==> config.mk <==
export PLATFORM = sky130hd
export DESIGN_NAME = latency_meter_flat
export DESIGN_NICKNAME = d
export VERILOG_FILES = /design/src/rtl/latency_meter_if.sv /design/src/rtl/latency_meter.sv /design/src/flat_wrapper.sv
export SDC_FILE = /design/constraint.sdc
export NUM_CORES = 1
export LEC_CHECK = 0
export CORE_MARGIN = 1
export CORE_UTILIZATION = 45
export DETAILED_ROUTE_END_ITERATION = 6
export PLACE_DENSITY_LB_ADDON = 0.08
export REMOVE_ABC_BUFFERS = 1
export SLEW_MARGIN = 10
export SYNTH_ARGS = -nofsm -noshare
export SYNTH_HDL_FRONTEND = slang
export SYNTH_SLANG_ARGS = --single-unit
export TNS_END_PERCENT = 100
==> constraint.sdc <==
create_clock -name clk -period 4.57 [get_ports clk]
set_input_delay 0.457 -clock clk [delete_from_list [all_inputs] [get_ports clk]]
set_output_delay 0.457 -clock clk [all_outputs]
set_load 0.01 [all_outputs]
==> src/rtl/latency_meter_if.sv <==
// ---------------------------------------------------------------------------
// latency_meter_if
//   Result read-out port of latency_meter: a valid/ready stream of
//   {rd_timeout, rd_data} samples. The head word is shown first-word-fall-
//   through and is popped on rd_valid & rd_ready.
//
//   rd_valid    master->slave  result FIFO non-empty; rd_data/rd_timeout valid
//   rd_ready    slave->master  consumer takes the head entry this cycle
//   rd_data     master->slave  latency in clk cycles (CNT_WIDTH bits)
//   rd_timeout  master->slave  head entry is a timeout sample
// ---------------------------------------------------------------------------
interface latency_meter_if #(
  parameter int CNT_WIDTH = 32
) ();
  logic                 rd_valid;
  logic                 rd_ready;
  logic [CNT_WIDTH-1:0] rd_data;
  logic                 rd_timeout;

  modport master (output rd_valid, output rd_data, output rd_timeout, input rd_ready);
  modport slave  (input rd_valid, input rd_data, input rd_timeout, output rd_ready);
endinterface

==> src/rtl/latency_meter.sv <==
// ---------------------------------------------------------------------------
// latency_meter
//   Times each rising edge of the stimulus pulse (sent to the board) to the
//   board's GPIO response rising edge, in clk cycles. Each result (or a
//   timeout sample) is queued in a small FIFO and read out over the
//   latency_meter_if valid/ready port.
//
//   Ports
//     clk        in   system clock (100 MHz)
//     reset_n    in   synchronous, active-low reset
//     stim       in   stimulus level (asynchronous)
//     resp       in   response level (asynchronous)
//     arm_en     in   1 = accept new stimulus edges
//     busy       out  measurement in progress (state != IDLE)
//     rd         if   master side of latency_meter_if (result stream)
//     drop_cnt   out  samples lost to a full FIFO, saturates at 255
//     min_lat    out  smallest non-timeout latency since reset
//     max_lat    out  largest non-timeout latency since reset
//
//   Build option
//     LAT_MINMAX_EN  defined: min_lat/max_lat track every non-timeout sample
//                    (dropped ones included). Undefined: min_lat is all-ones
//                    and max_lat is zero, with no compare logic.
// ---------------------------------------------------------------------------
module latency_meter #(
  parameter int CNT_WIDTH   = 32,
  parameter int TIMEOUT     = 100000000,
  parameter int FIFO_AW     = 4,
  parameter int SYNC_STAGES = 2
) (
  input  logic                 clk,
  input  logic                 reset_n,
  input  logic                 stim,
  input  logic                 resp,
  input  logic                 arm_en,
  output logic                 busy,
  latency_meter_if.master      rd,
  output logic [7:0]           drop_cnt,
  output logic [CNT_WIDTH-1:0] min_lat,
  output logic [CNT_WIDTH-1:0] max_lat
);

  localparam int                   DEPTH       = 1 << FIFO_AW;
  localparam logic [FIFO_AW:0]     FULL_LVL    = (FIFO_AW + 1)'(DEPTH);
  localparam logic [CNT_WIDTH-1:0] TIMEOUT_VAL = CNT_WIDTH'(TIMEOUT);
  localparam logic [CNT_WIDTH-1:0] CNT_ONE     = CNT_WIDTH'(1);

  typedef enum logic [1:0] {
    IDLE      = 2'd0,
    WAIT_RESP = 2'd1,
    HOLDOFF   = 2'd2
  } state_t;

  // -------------------------------------------------------------------------
  // Input synchronizers. Both paths have identical depth, so the
  // synchronizer delay cancels out of the measured difference.
  // -------------------------------------------------------------------------
  logic [SYNC_STAGES-1:0] stim_sync, resp_sync;
  logic                   stim_d, resp_d;
  logic                   stim_s, resp_s;
  logic                   stim_rise, resp_rise;

  assign stim_s = stim_sync[SYNC_STAGES-1];
  assign resp_s = resp_sync[SYNC_STAGES-1];

  // NOTE: sequential state always uses non-blocking (<=) so every flop
  // samples the pre-edge value of its neighbours; blocking here would
  // collapse the synchronizer chain into a single stage.
  always_ff @(posedge clk) begin
    if (!reset_n) begin
      stim_sync <= '0;
      resp_sync <= '0;
      stim_d    <= 1'b0;
      resp_d    <= 1'b0;
    end else begin
      stim_sync <= {stim_sync[SYNC_STAGES-2:0], stim};
      resp_sync <= {resp_sync[SYNC_STAGES-2:0], resp};
      stim_d    <= stim_s;
      resp_d    <= resp_s;
    end
  end

  assign stim_rise = stim_s & ~stim_d;
  assign resp_rise = resp_s & ~resp_d;

  // -------------------------------------------------------------------------
  // Measurement FSM. The result is registered into push_req/push_* and
  // written to the FIFO in the following cycle.
  // -------------------------------------------------------------------------
  state_t               state;
  logic [CNT_WIDTH-1:0] count;
  logic                 push_req;
  logic                 push_to;
  logic [CNT_WIDTH-1:0] push_data;

  always_ff @(posedge clk) begin
    if (!reset_n) begin
      state     <= IDLE;
      busy      <= 1'b0;
      count     <= '0;
      push_req  <= 1'b0;
      push_to   <= 1'b0;
      push_data <= '0;
    end else begin
      push_req <= 1'b0;
      case (state)
        IDLE: begin
          if (stim_rise && arm_en) begin
            busy <= 1'b1;
            if (resp_rise) begin
              // Both edges landed in the same cycle: zero latency.
              push_req  <= 1'b1;
              push_to   <= 1'b0;
              push_data <= '0;
              state     <= HOLDOFF;
            end else begin
              count <= CNT_ONE;
              state <= WAIT_RESP;
            end
          end
        end
        WAIT_RESP: begin
          // arm_en is deliberately not looked at: a started measurement
          // always runs to completion.
          if (resp_rise) begin
            push_req  <= 1'b1;
            push_to   <= 1'b0;
            push_data <= count;
            state     <= HOLDOFF;
          end else if (count == TIMEOUT_VAL) begin
            push_req  <= 1'b1;
            push_to   <= 1'b1;
            push_data <= TIMEOUT_VAL;
            state     <= HOLDOFF;
          end else begin
            count <= count + CNT_ONE;
          end
        end
        HOLDOFF: begin
          // Re-arm only once the stimulus has returned low, so one long
          // pulse cannot start a second measurement.
          if (!stim_s) begin
            busy  <= 1'b0;
            state <= IDLE;
          end
        end
        default: begin
          busy  <= 1'b0;
          state <= IDLE;
        end
      endcase
    end
  end

  // -------------------------------------------------------------------------
  // Result FIFO, first-word-fall-through. A push into a full FIFO is still
  // accepted when the head is popped in the same cycle.
  // -------------------------------------------------------------------------
  logic [CNT_WIDTH:0]   mem [DEPTH];
  logic [FIFO_AW-1:0]   wr_ptr, rd_ptr;
  logic [FIFO_AW:0]     fill;
  logic                 empty, full;
  logic                 do_pop, do_push, do_drop;
  logic [CNT_WIDTH:0]   head;

  assign empty   = (fill == '0);
  assign full    = (fill == FULL_LVL);
  assign do_pop  = ~empty & rd.rd_ready;
  assign do_push = push_req & (~full | do_pop);
  assign do_drop = push_req & full & ~do_pop;

  // NOTE: the storage array has no reset; validity is carried by fill and
  // the pointers, and leaving it unreset lets it map onto plain RAM/flops
  // without a reset tree.
  always_ff @(posedge clk) begin
    if (do_push) begin
      mem[wr_ptr] <= {push_to, push_data};
    end
  end

  always_ff @(posedge clk) begin
    if (!reset_n) begin
      wr_ptr   <= '0;
      rd_ptr   <= '0;
      fill     <= '0;
      drop_cnt <= '0;
    end else begin
      if (do_push) wr_ptr <= wr_ptr + 1'b1;
      if (do_pop)  rd_ptr <= rd_ptr + 1'b1;
      case ({do_push, do_pop})
        2'b10:   fill <= fill + 1'b1;
        2'b01:   fill <= fill - 1'b1;
        default: fill <= fill;
      endcase
      if (do_drop && (drop_cnt != 8'hFF)) drop_cnt <= drop_cnt + 1'b1;
    end
  end

  // Outputs read as zero while empty so nothing stale from the unreset
  // array is ever visible.
  assign head          = mem[rd_ptr];
  assign rd.rd_valid   = ~empty;
  assign rd.rd_data    = empty ? '0 : head[CNT_WIDTH-1:0];
  assign rd.rd_timeout = ~empty & head[CNT_WIDTH];

  // -------------------------------------------------------------------------
  // Min/max tracking, taken from the push request so dropped samples count.
  // -------------------------------------------------------------------------
`ifdef LAT_MINMAX_EN
  always_ff @(posedge clk) begin
    if (!reset_n) begin
      min_lat <= '1;
      max_lat <= '0;
    end else if (push_req && !push_to) begin
      if (push_data < min_lat) min_lat <= push_data;
      if (push_data > max_lat) max_lat <= push_data;
    end
  end
`else
  assign min_lat = '1;
  assign max_lat = '0;
`endif

endmodule

==> src/flat_wrapper.sv <==
// flat-port wrapper written by rule: the top's interface ports become plain ports
module latency_meter_flat 
#(
  parameter int CNT_WIDTH   = 32,
  parameter int TIMEOUT     = 100000000,
  parameter int FIFO_AW     = 4,
  parameter int SYNC_STAGES = 2
)
  (clk, reset_n, stim, resp, arm_en, busy, drop_cnt, min_lat, max_lat, rd_rd_valid, rd_rd_data, rd_rd_timeout, rd_rd_ready);
  latency_meter_if #(.CNT_WIDTH(CNT_WIDTH)) rd_i ();
  input  logic clk;
  input  logic reset_n;
  input  logic stim;
  input  logic resp;
  input  logic arm_en;
  output logic busy;
  output logic [7:0] drop_cnt;
  output logic [CNT_WIDTH-1:0] min_lat;
  output logic [CNT_WIDTH-1:0] max_lat;
  output wire logic [$bits(rd_i.rd_valid)-1:0] rd_rd_valid;
  output wire logic [$bits(rd_i.rd_data)-1:0] rd_rd_data;
  output wire logic [$bits(rd_i.rd_timeout)-1:0] rd_rd_timeout;
  input wire logic [$bits(rd_i.rd_ready)-1:0] rd_rd_ready;
  assign rd_rd_valid = rd_i.rd_valid;
  assign rd_rd_data = rd_i.rd_data;
  assign rd_rd_timeout = rd_i.rd_timeout;
  assign rd_i.rd_ready = rd_rd_ready;
  latency_meter #(.CNT_WIDTH(CNT_WIDTH), .TIMEOUT(TIMEOUT), .FIFO_AW(FIFO_AW), .SYNC_STAGES(SYNC_STAGES)) u_core (.clk(clk), .reset_n(reset_n), .stim(stim), .resp(resp), .arm_en(arm_en), .busy(busy), .rd(rd_i), .drop_cnt(drop_cnt), .min_lat(min_lat), .max_lat(max_lat));
endmodule
---- Word-level counts from Yosys, hierarchy flattened ----
Memory sizes are Yosys's and may differ from the RTL's. A register that Yosys moved wholly into a read port is not among the register bits.
Cells that the tools add are included.
operators by class
  eq/ne operators ......................... 14
  reduce and logical (&&, ||, !) cells .... 10
  multiplexer cells ....................... 35
  bitwise operators ....................... 14
  add/sub/neg operators ................... 6
operators with widths
  kind                   number
  $mux 32                9
  $pmux 32 s2            2
  $add 32x1->32 const B  1
  $eq 32x27->1 const B   1
  $mux 1                 12
  $mux 2                 5
  $pmux 5 s2             1
  $add 4x1->4 const B    2
  $add 8x1->8 const B    1
  $mux 4                 2
  $ne 2x2->1 const B     4
  $ne 8x8->1 const B     1
  $and 1x1->1            7
  $not 1->1              6
  $pmux 2 s3             1
  $reduce_and 3->1       2
  $add 5x1->5 const B    1
  $eq 5x5->1 const B     1
  $logic_not 5->1        1
  $reduce_and 5->1       1
  $sub 5x1->5 const B    1
  $eq 2x1->1 const B     2
  $eq 2x2->1 const B     2
  $ne 2x1->1 const B     2
  other kinds (8)        11
storage, ports and cells
  memories kept ........................... 1
  RAM bits ................................ 528
  word-level logic and storage cells ...... 94
  bits of input ports ..................... 6
  output and inout bits ................... 107
  register bits after elaboration ......... 96
memory list
  name        depth  width  rd ports  clocked after Yosys merged registers in  wr ports  line                  RTL
  u_core.mem  16     33     1         1                                        1         latency_meter.sv:159  logic [CNT_WIDTH:0] mem [DEPTH];

---- Depth between registers and ports, before layout ----
  depth after elaboration ................. 7
  gate-level depth with buffers ........... 10
  mapped depth without buffers ............ 9

---- Least setup slack after synthesis ----
OpenSTA, ideal clock, no wires.
  path kind ............................... register to register
  from .................................... reg u_core.fill[1]
  to ...................................... mem u_core.mem[3][0] (netlist bit), enable pin
  stages on the path, launching flop included .. 6
  data arrival time ....................... 3.569 ns
  required time ........................... 4.106 ns
  slack ................................... 0.537 ns
  setup time .............................. 0.464 ns
  buffers on the path ..................... 1
  clock period less this slack ............ 4.033 ns
  path through ............................ dfxtp_1 -> clkbuf_1 -> nor4_4 -> a21boi_1 -> nand2_1 -> nor3_1
between the ends
  cells in the longest elaborated chain, start to end .. 7
  elaborated cells on any way between the ends .. 9
  those cells by class .................... eq/ne (1); mux (2); bitwise (5); reduce/logical (1)
RTL lines
  element                         line                  RTL
  from (decl)                     latency_meter.sv:161  logic [FIFO_AW:0] fill;
  from (signal assigned)          latency_meter.sv:191  2'b10: fill <= fill + 1'b1;
  from (signal assigned)          latency_meter.sv:192  2'b01: fill <= fill - 1'b1;
  from (signal assigned)          latency_meter.sv:193  default: fill <= fill;
  $logic_not 5->1                 latency_meter.sv:166  assign empty = (fill == '0);
  $not 1->1                       latency_meter.sv:168  assign do_pop = ~empty & rd.rd_ready;
  $and 1x1->1                     latency_meter.sv:168
  $or 1x1->1 *                    latency_meter.sv:169  assign do_push = push_req & (~full | do_pop);
  $and 1x1->1 *                   latency_meter.sv:169
  $mux 1 *                        latency_meter.sv:176  if (do_push) begin
  $mux 1 (not written as such) *  latency_meter.sv:177  mem[wr_ptr] <= {push_to, push_data};
  to (decl)                       latency_meter.sv:159
Every way passes the cells marked *; elsewhere a longest branch is shown, timed or not.

==> flow_summary.toml <==
[cells_and_area]
num_antenna_cells = 0
design_area_um2 = 28400
drive_above_1_share = 0.225
final_util = 0.523
fillCellCount = 4363
area_growth_pct = 13.9
layout.nets = 1430

[synthesis]
synthTopCellsByCount = "edfxtp_1 (528), mux4_2 (165), dfxtp_1 (100)"
ys_seq_elements = 628
ys_top_cells_by_area = "edfxtp_1 (64%), mux4_2 (15%), dfxtp_1 (8.0%), buf_4 (2.0%), and2_1 (0.98%)"
yosys_warnings = 0
syn_avg_cell_area_um2 = 18.8
synth_most_common_cell = "edfxtp_1"
yosys.area.top_type_share = 0.637
ys_dominant_reg_cell = "edfxtp_1"
synth_area_leader_cell = "edfxtp_1"
ys_types = 55
yosysSeqAreaShare = 0.717
synth_edf_count = 528
syn_inst = 1326
ys_async_sr_fraction = 0
synth_area_um2 = 24900

[die]
die_y_um = 237
io_pins = 113
die_area_um2 = 56300
dieWidth_um = 237
design.core.area_um2 = 54200
initial_utilization = 0.459
rows = 85

[grt]
globalRouteTotalUtil = 0.206
grt_pass1_wl_um = 83900
overflow = 0
grt_pass1_vias = 12700
grt_max_degree = 52
antenna_found_initial = 1

[clocking]
clkTransAtPathRegs_ns = 0.06
htree_levels = 3
post_cts_buffers = 0
root_buffer = "clkbuf_16"
clock-sinks = 628
ctsResizeCount = 0
cts_buffers = 68
clock_latency_ns = 0.60
cts_hold_buffers = 0
cts_max_path_buffers = 3
cts_tree = "yes"

[timing]
period_share = 0.828
rsz0062_at_grt = "no"
worstMarginPinSlew_ns = 1.09
fin_crit_ns = 3.78
finalSetupViolCount = 0
fin_hold_ws_ns = 0.432
slew_headroom = 0.270
fin_ws_ns = 0.787
hold_viol_final = 0
fmax_mhz = 264
drv_slew = 0
skew_ns = 0.0232

[power]
powerDensity_nw_per_um2 = 489
power_leakage_nw = 9.76
peakVddDrop_mv = 0.470

[critical_path]
worst-setup-path-type = "reg -> out"
cp_data_arrival_time_ns = 3.33
crit_path_start_kind = "register"
cp_slowest_cell = "dfxtp_4"
path_common_cell = "mux4_2"
cp-end-kind = "output pin"
worstPathCellList = "buf_4, mux4_2, mux4_2, and2_1, clkdlybuf4s50_1"
worstPathRequired_ns = 4.11
cpPeakStageDelay_ns = 0.58
rrSetupSlack_ns = 1.87
critPathMaxFanout = 18

[route]
firstDrtPassIters = 5
vias = 12400
drc = 0
routed_wl_um = 56200
drt_iter0_markers = 1165
vias_per_cell = 5.71
ant_nets = 0
wl_per_cell_um = 25.9

[placement]
dpl_cell_area_um2 = 26200
io_buffers = 48
gp_congestion = 0.797
hpwl_um = 31500
pre_cts_slack_ns = 1.25

[job]
drv_cap = 0

[hold_path]
worstHoldPathType = "reg -> reg"

[run_status]
outcome = "finished, final reports clean"
==> final timing paths <==
check | cells after the start | endpoint | start
worst max register to register | 5 | u_core.mem[10][22] | u_core.fill[1]
worst min-delay path | 1 | u_core.stim_sync[1] | u_core.stim_sync[0]
worst min register to register | 1 | u_core.stim_sync[1] | u_core.stim_sync[0]
worst max-delay path | 5 | rd_rd_data[28] | register
==> state kept, by name (all words and copies together) (netlist names), named ones only <==
| name | count |
|---|---|
| u_core.mem | 528 |
| u_core.count | 32 |
| u_core.push_data | 32 |
| u_core.drop_cnt | 8 |
| u_core.fill | 5 |
| u_core.rd_ptr | 4 |
| u_core.wr_ptr | 4 |
| u_core.resp_sync | 2 |
| u_core.state | 2 |
| u_core.stim_sync | 2 |
| u_core.busy | 1 |
| u_core.push_req | 1 |
| u_core.push_to | 1 |
| u_core.resp_d | 1 |
| u_core.stim_d | 1 |
==> layout make-up <==
type / instances / area [µm²] / area share
multi-input cells: 611 / 6530 / 0.230
clock buffers: 97 / 1900 / 0.0671
well taps: 696 / 871 / 0.0307
inverters: 15 / 56.3 / 0.00198
flip-flops and latches: 628 / 17900 / 0.630
repair buffers: 90 / 916 / 0.0323
clock inverters: 27 / 231 / 0.00816
==> power breakdown <==
group          switching [mW]  internal, mW  leakage, nW
Clock                    2.18          3.08         1.03
Sequential              0.138          6.16         6.40
Combinational            1.13          1.20         2.32
Total                    3.45          10.4         9.76
==> per-stage QoR <==
step	total power [mW]	cells	TNS, ns
floorplan	7.94	1254	-87.27
global placement	8.79	2040	0
detailed placement	8.81	2040	0
CTS	14.1	2164	0
global route	14.4	2164	0
finish	13.9	2164	0
==> worst max-delay path, delay by kind of cell (launching register included) <==
kind / cells / cell delay [ns]
buffers and inverters: 2 / 0.90
flip-flops: 1 / 0.58
multiplexers: 2 / 1.06
AND/OR/NAND/NOR: 1 / 0.18
==> kinds of logic after synthesis <==
group	after synthesis	synth area share
xor+xnor	30	0.0105
simple gates	231	0.0488
other cells	2	0.000301
mux	181	0.156
fa+ha+maj	10	0.00502
flops	628	0.717
buf+inv	149	0.0357
compound gates	95	0.0271
==> layout by cell type (no fill, tap or decap), types with 22 or more instances in the layout <==
cell type and n:
clkbuf_16 70, clkbuf_1 22, conb_1 64, and2_1 39
edfxtp_1 528, dfxtp_1 96, nor2_1 50, a21oi_1 24
nand2_1 37, mux4_2 165, clkdlybuf4s50_1 47, buf_4 32
==> metal layers <==
metal  routed length, µm  share of wire  GRT usage
met3                2550          0.045     0.0323
met1               25600           0.46      0.298
met2               26700           0.48      0.322
met4                1280          0.023     0.0653
met5                   0              0          0
No activity file was read; power rests on OpenSTA's default activity.
==> RTL edit 1, RTL diff (config.mk and constraints unchanged) <==
The option `LAT_MINMAX_EN` is turned on by a define.
--- a/src/rtl/latency_meter.sv
+++ b/src/rtl/latency_meter.sv
@@ -22,6 +22,8 @@
 //                    (dropped ones included). Undefined: min_lat is all-ones
 //                    and max_lat is zero, with no compare logic.
 // ---------------------------------------------------------------------------
+`define LAT_MINMAX_EN
+
 module latency_meter #(
   parameter int CNT_WIDTH   = 32,
   parameter int TIMEOUT     = 100000000,
Formal check against the unedited RTL: no difference found for any inputs over 4 cycles, from zero or initial values and one cycle with reset_n low; that may be too few to reach the edited logic, so the function may still have changed.
==> RTL edit 1 against the unedited design <==
First-iteration DRC count is 3.0% higher; sequential cell count is 64 higher; register-to-register slack lost 0.76 ns; design area up 16%; synthesized cell count rose by 31%; setup slack got worse by 0.13 ns; critical path type unchanged; synthesized area is 13% higher; count of clock-buffer cells in the layout stayed put; wire length rose by 20%; final cell count grew 28%.
Power is not compared: it rests on default switching activity, and its combinational part moved more than twofold at a synthesized area within 25%.
==> RTL edit 1: results (changes against the unedited design) <==
* Number of antenna violations at the first check in global routing at 2 (+1)
* GRT Total Usage at 21.52% (+0.91 points)
* Slew @ Worst Pin at 1.116 ns (+0.02443 ns)
* WL met3 at 3305 µm (+30%)
* Largest net degree at the start of global routing at 63 (+21%)
* Pre-CTS setup slack at 1.096 ns (-0.1495 ns)
* Post-Route WL at 67,290 µm (+20%)
* Met2 Wirelength at 32,380 µm (+21%)
* Cell total after placement at 2,647 (+30%)
* Vias per Instance at 5.619 (-1.6%)
* Met2 usage at 34.98% (+2.8 points)
* Vias in the first global route at 15,830 (+25%)
* Top cells by count, synth: 528 x edfxtp_1, 165 x mux4_2, 164 x dfxtp_1
* Grt met3 use at 3.007% (-0.22 points)
* Synth top area cells: edfxtp_1 56%, mux4_2 13%, dfxtp_1 12%
* Wirelength per Cell at 24.26 µm (-6.5%)
* Drt initial violations at 1,200 (+3.0%)
* Wl on met1 at 30,270 µm (+18%)
* Layout cells sized above 1 at 18.03% (-4.5 points)
* CTS buffer count at 72 (+5.9%)
* Nets at 1,966 (+37%)
* M1 GR Usage at 30.65% (+0.81 points)
* Critical-path maximum fanout at 23 (+5)
* FF-to-FF path depth at 8 (+3)
* Clock skew at 0.01673 ns (-0.006514 ns)
* Port-buffer cells at 112 (+130%)
* GP Congestion at 0.8049 (+1.0%)
* Status: complete, no violations
-- RTL edit 1: where the power goes --
group	total, µW	switching [µW]	internal, µW
Combinational	107	62.9	44.1
Clock	5520	2360	3160
Sequential	6690	6.89	6680
Total	12300	2430	9890
-- RTL edit 1: logic make-up (layout without fill, tap and decap cells) --
group | Yosys count | count (layout) | synth area share [%]
muxes | 197 | 197 | 14.28
adders and majority gates | 76 | 76 | 3.390
buffers and inverters | 176 | 375 | 2.523
AOI/OAI and AO/OA | 155 | 155 | 3.682
and+or+nand+nor | 399 | 399 | 7.126
DFF | 692 | 692 | 67.70
xor gates and xnor gates | 42 | 42 | 1.301
other | 0 | 1 | 0
-- RTL edit 1: final timing paths --
kind         slack (ns)                         endpoint                               from
max                0.66                    rd_rd_timeout                           register
min reg2reg        0.44   u_core.stim_sync[1]$_SDFF_PN0_     u_core.stim_sync[0]$_SDFF_PN0_
min                0.28  u_core.drop_cnt[1]$_SDFFE_PN0P_                            reset_n
max reg2reg        1.11  u_core.min_lat[25]$_SDFFE_PN1P_  u_core.push_data[10]$_SDFFE_PN0P_
-- RTL edit 1: cell type report --
cell class | count | area, µm²
Fill cell | 5057 | 29000
Sequential cell | 692 | 19150
Multi-Input combinational cell | 869 | 8549
Clock buffer | 97 | 1987
Timing Repair Buffer | 167 | 1694
Tap cell | 837 | 1047
Inverter | 82 | 307.8
Clock inverter | 29 | 206.4
Antenna cell | 1 | 2.502
-- RTL edit 1: worst max-delay path, stage by stage, from the launching register on --
cell             delay (ns)
dfxtp_4                0.67
buf_4                  0.48
mux4_2                 0.56
mux4_2                 0.49
and2_1                 0.17
clkdlybuf4s50_1        0.47
==> RTL edit 2, RTL diff (config.mk and constraints unchanged) <==
Made on the original files. One comparison of `count` changes from == to >=.
--- a/src/rtl/latency_meter.sv
+++ b/src/rtl/latency_meter.sv
@@ -127,7 +127,7 @@
             push_to   <= 1'b0;
             push_data <= count;
             state     <= HOLDOFF;
-          end else if (count == TIMEOUT_VAL) begin
+          end else if (count >= TIMEOUT_VAL) begin
             push_req  <= 1'b1;
             push_to   <= 1'b1;
             push_data <= TIMEOUT_VAL;
Check against the original RTL: no difference found for any inputs over 4 cycles, from zero or initial values and one cycle with reset_n low; that may be too few to reach the edited logic, so the function may still have changed.
==> RTL edit 2 against the unedited design <==
Die area shrank 0.53%; fmax shrank 3.9%; total power shrank 2.0%; largest power group unchanged; critical path depth is the same; final cell count shrank 0.55%; wire length shrank 2.4%; critical path type unchanged; clock skew grew 0.0031 ns; setup slack lost 0.15 ns; sequential cell count is the same; non-clock buffer count shrank 5; design area shrank 0.17%; via count shrank 2.1%; synthesized area shrank 0.53%.
==> RTL edit 2: results (changes against the unedited design) <==
* Critical-path maximum fanout at 21 (+3)
* Layout cells sized above 1 at 22.32% (-0.16 points)
* Layout filler cell count at 4,314 (-1.1%)
* Area after DPL at 26,130 µm² (-0.44%)
* Crit path DAT at 3.48 ns (+0.15 ns)
* Unique masters post-synth at 56 (+1.8%)
* R2R Path End: u_core.fill[4]$_SDFFE_PN0P_
* Syn_area_per_cell at 18.84 µm² (+0.30%)
* Wl on met1 at 24,680 µm (-3.7%)
* M1 GR Usage at 28.67% (-1.2 points)
* Sequential-to-total area share from yosys stat at 72.07% (+0.38 points)
* Hold slack at 0.4298 ns (-0.002304 ns)
* Met2 usage at 31.99% (-0.23 points)
* WL met3 at 2708 µm (+6.1%)
* Drt initial violations at 952 (-18%)
* Combinational gate power at 1950 µW (-16%)
* Max incr delay on CP at 0.67 ns (+0.09 ns)
* Met2 Wirelength at 26,460 µm (-0.85%)
* Cell total after placement at 2,025 (-0.74%)
* Bufs w/o clock at 85 (-5.6%)
* DR vias at 12,100 (-2.1%)
* Post-DP HPWL at 28,880 µm (-8.3%)
* Rel. slew slack at 27.66% (+0.71 points)
* CTS buffer count at 69 (+1.5%)
* Width of the die at 236.6 µm (-0.26%)
* Area grow syn2layout at 14.33%
* Grt met3 use at 3.148% (-0.081 points)
* LEAKAGE at 0.009149 µW (-6.3%)
* Number of antenna violations at the first check in global routing at 0 (-1)
* Crit path to: rd_rd_data[6]
* Global-route wire length before repair at 81,290 µm (-3.1%)
* Status: complete, no violations
* Clock skew at 0.02633 ns (+0.003082 ns)
* Buffer share of cell area at 3.074% (-0.15 points)
* GP Congestion at 0.7526 (-5.6%)
* Setup slack, reg-to-reg at 1.62 ns (-0.25 ns)
* GRT Total Usage at 20.06% (-0.54 points)
* Post-Layout Cell Count at 2,152 (-0.55%)
* FF-to-FF path depth at 10 (+5)
* Synth top area cells: edfxtp_1 64%, mux4_2 15%, dfxtp_1 8.1%
* Hold endpoint: u_core.resp_sync[1]$_SDFF_PN0_
* Switching share of total power at 23.35% (-1.5 points)
* Clock buf count at 101 (+4.1%)
* Comb_multi_in at 601 (-1.6%)
* Largest net degree at the start of global routing at 70 (+35%)
* Sequential power at 6250 µW (-0.8%)
* R2R Path Start: u_core.fill[0]$_SDFFE_PN0P_
[RTL edit 2: changes by cell type after synthesis, moves of 7 or more]
| cell | before | now |
|---|---|---|
| clkbuf_1 | 40 | 47 |
| nor2_1 | 62 | 69 |
| nor3_1 | 14 | 6 |
| o211ai_1 | 13 | 0 |
| or3_1 | 17 | 1 |
| and2_1 | 39 | 47 |
| a32o_1 | 20 | 0 |
| o2111ai_1 | 0 | 13 |
| xor2_1 | 20 | 8 |
| mux2i_1 | 15 | 5 |
| nand4_1 | 19 | 11 |
| a22o_1 | 0 | 20 |
| xnor2_1 | 10 | 28 |
| buf_6 | 9 | 1 |
[RTL edit 2: kinds of logic after synthesis]
family                     Yosys count  share of synthesized area [%]
muxes                              170                          15.20
xor gates and xnor gates            36                          1.273
other                                2                        0.03031
and+or+nand+nor                    221                          4.474
DFF                                628                          72.07
AOI/OAI and AO/OA                   98                          2.990
adders and majority gates           12                         0.6363
buffers and inverters              148                          3.323
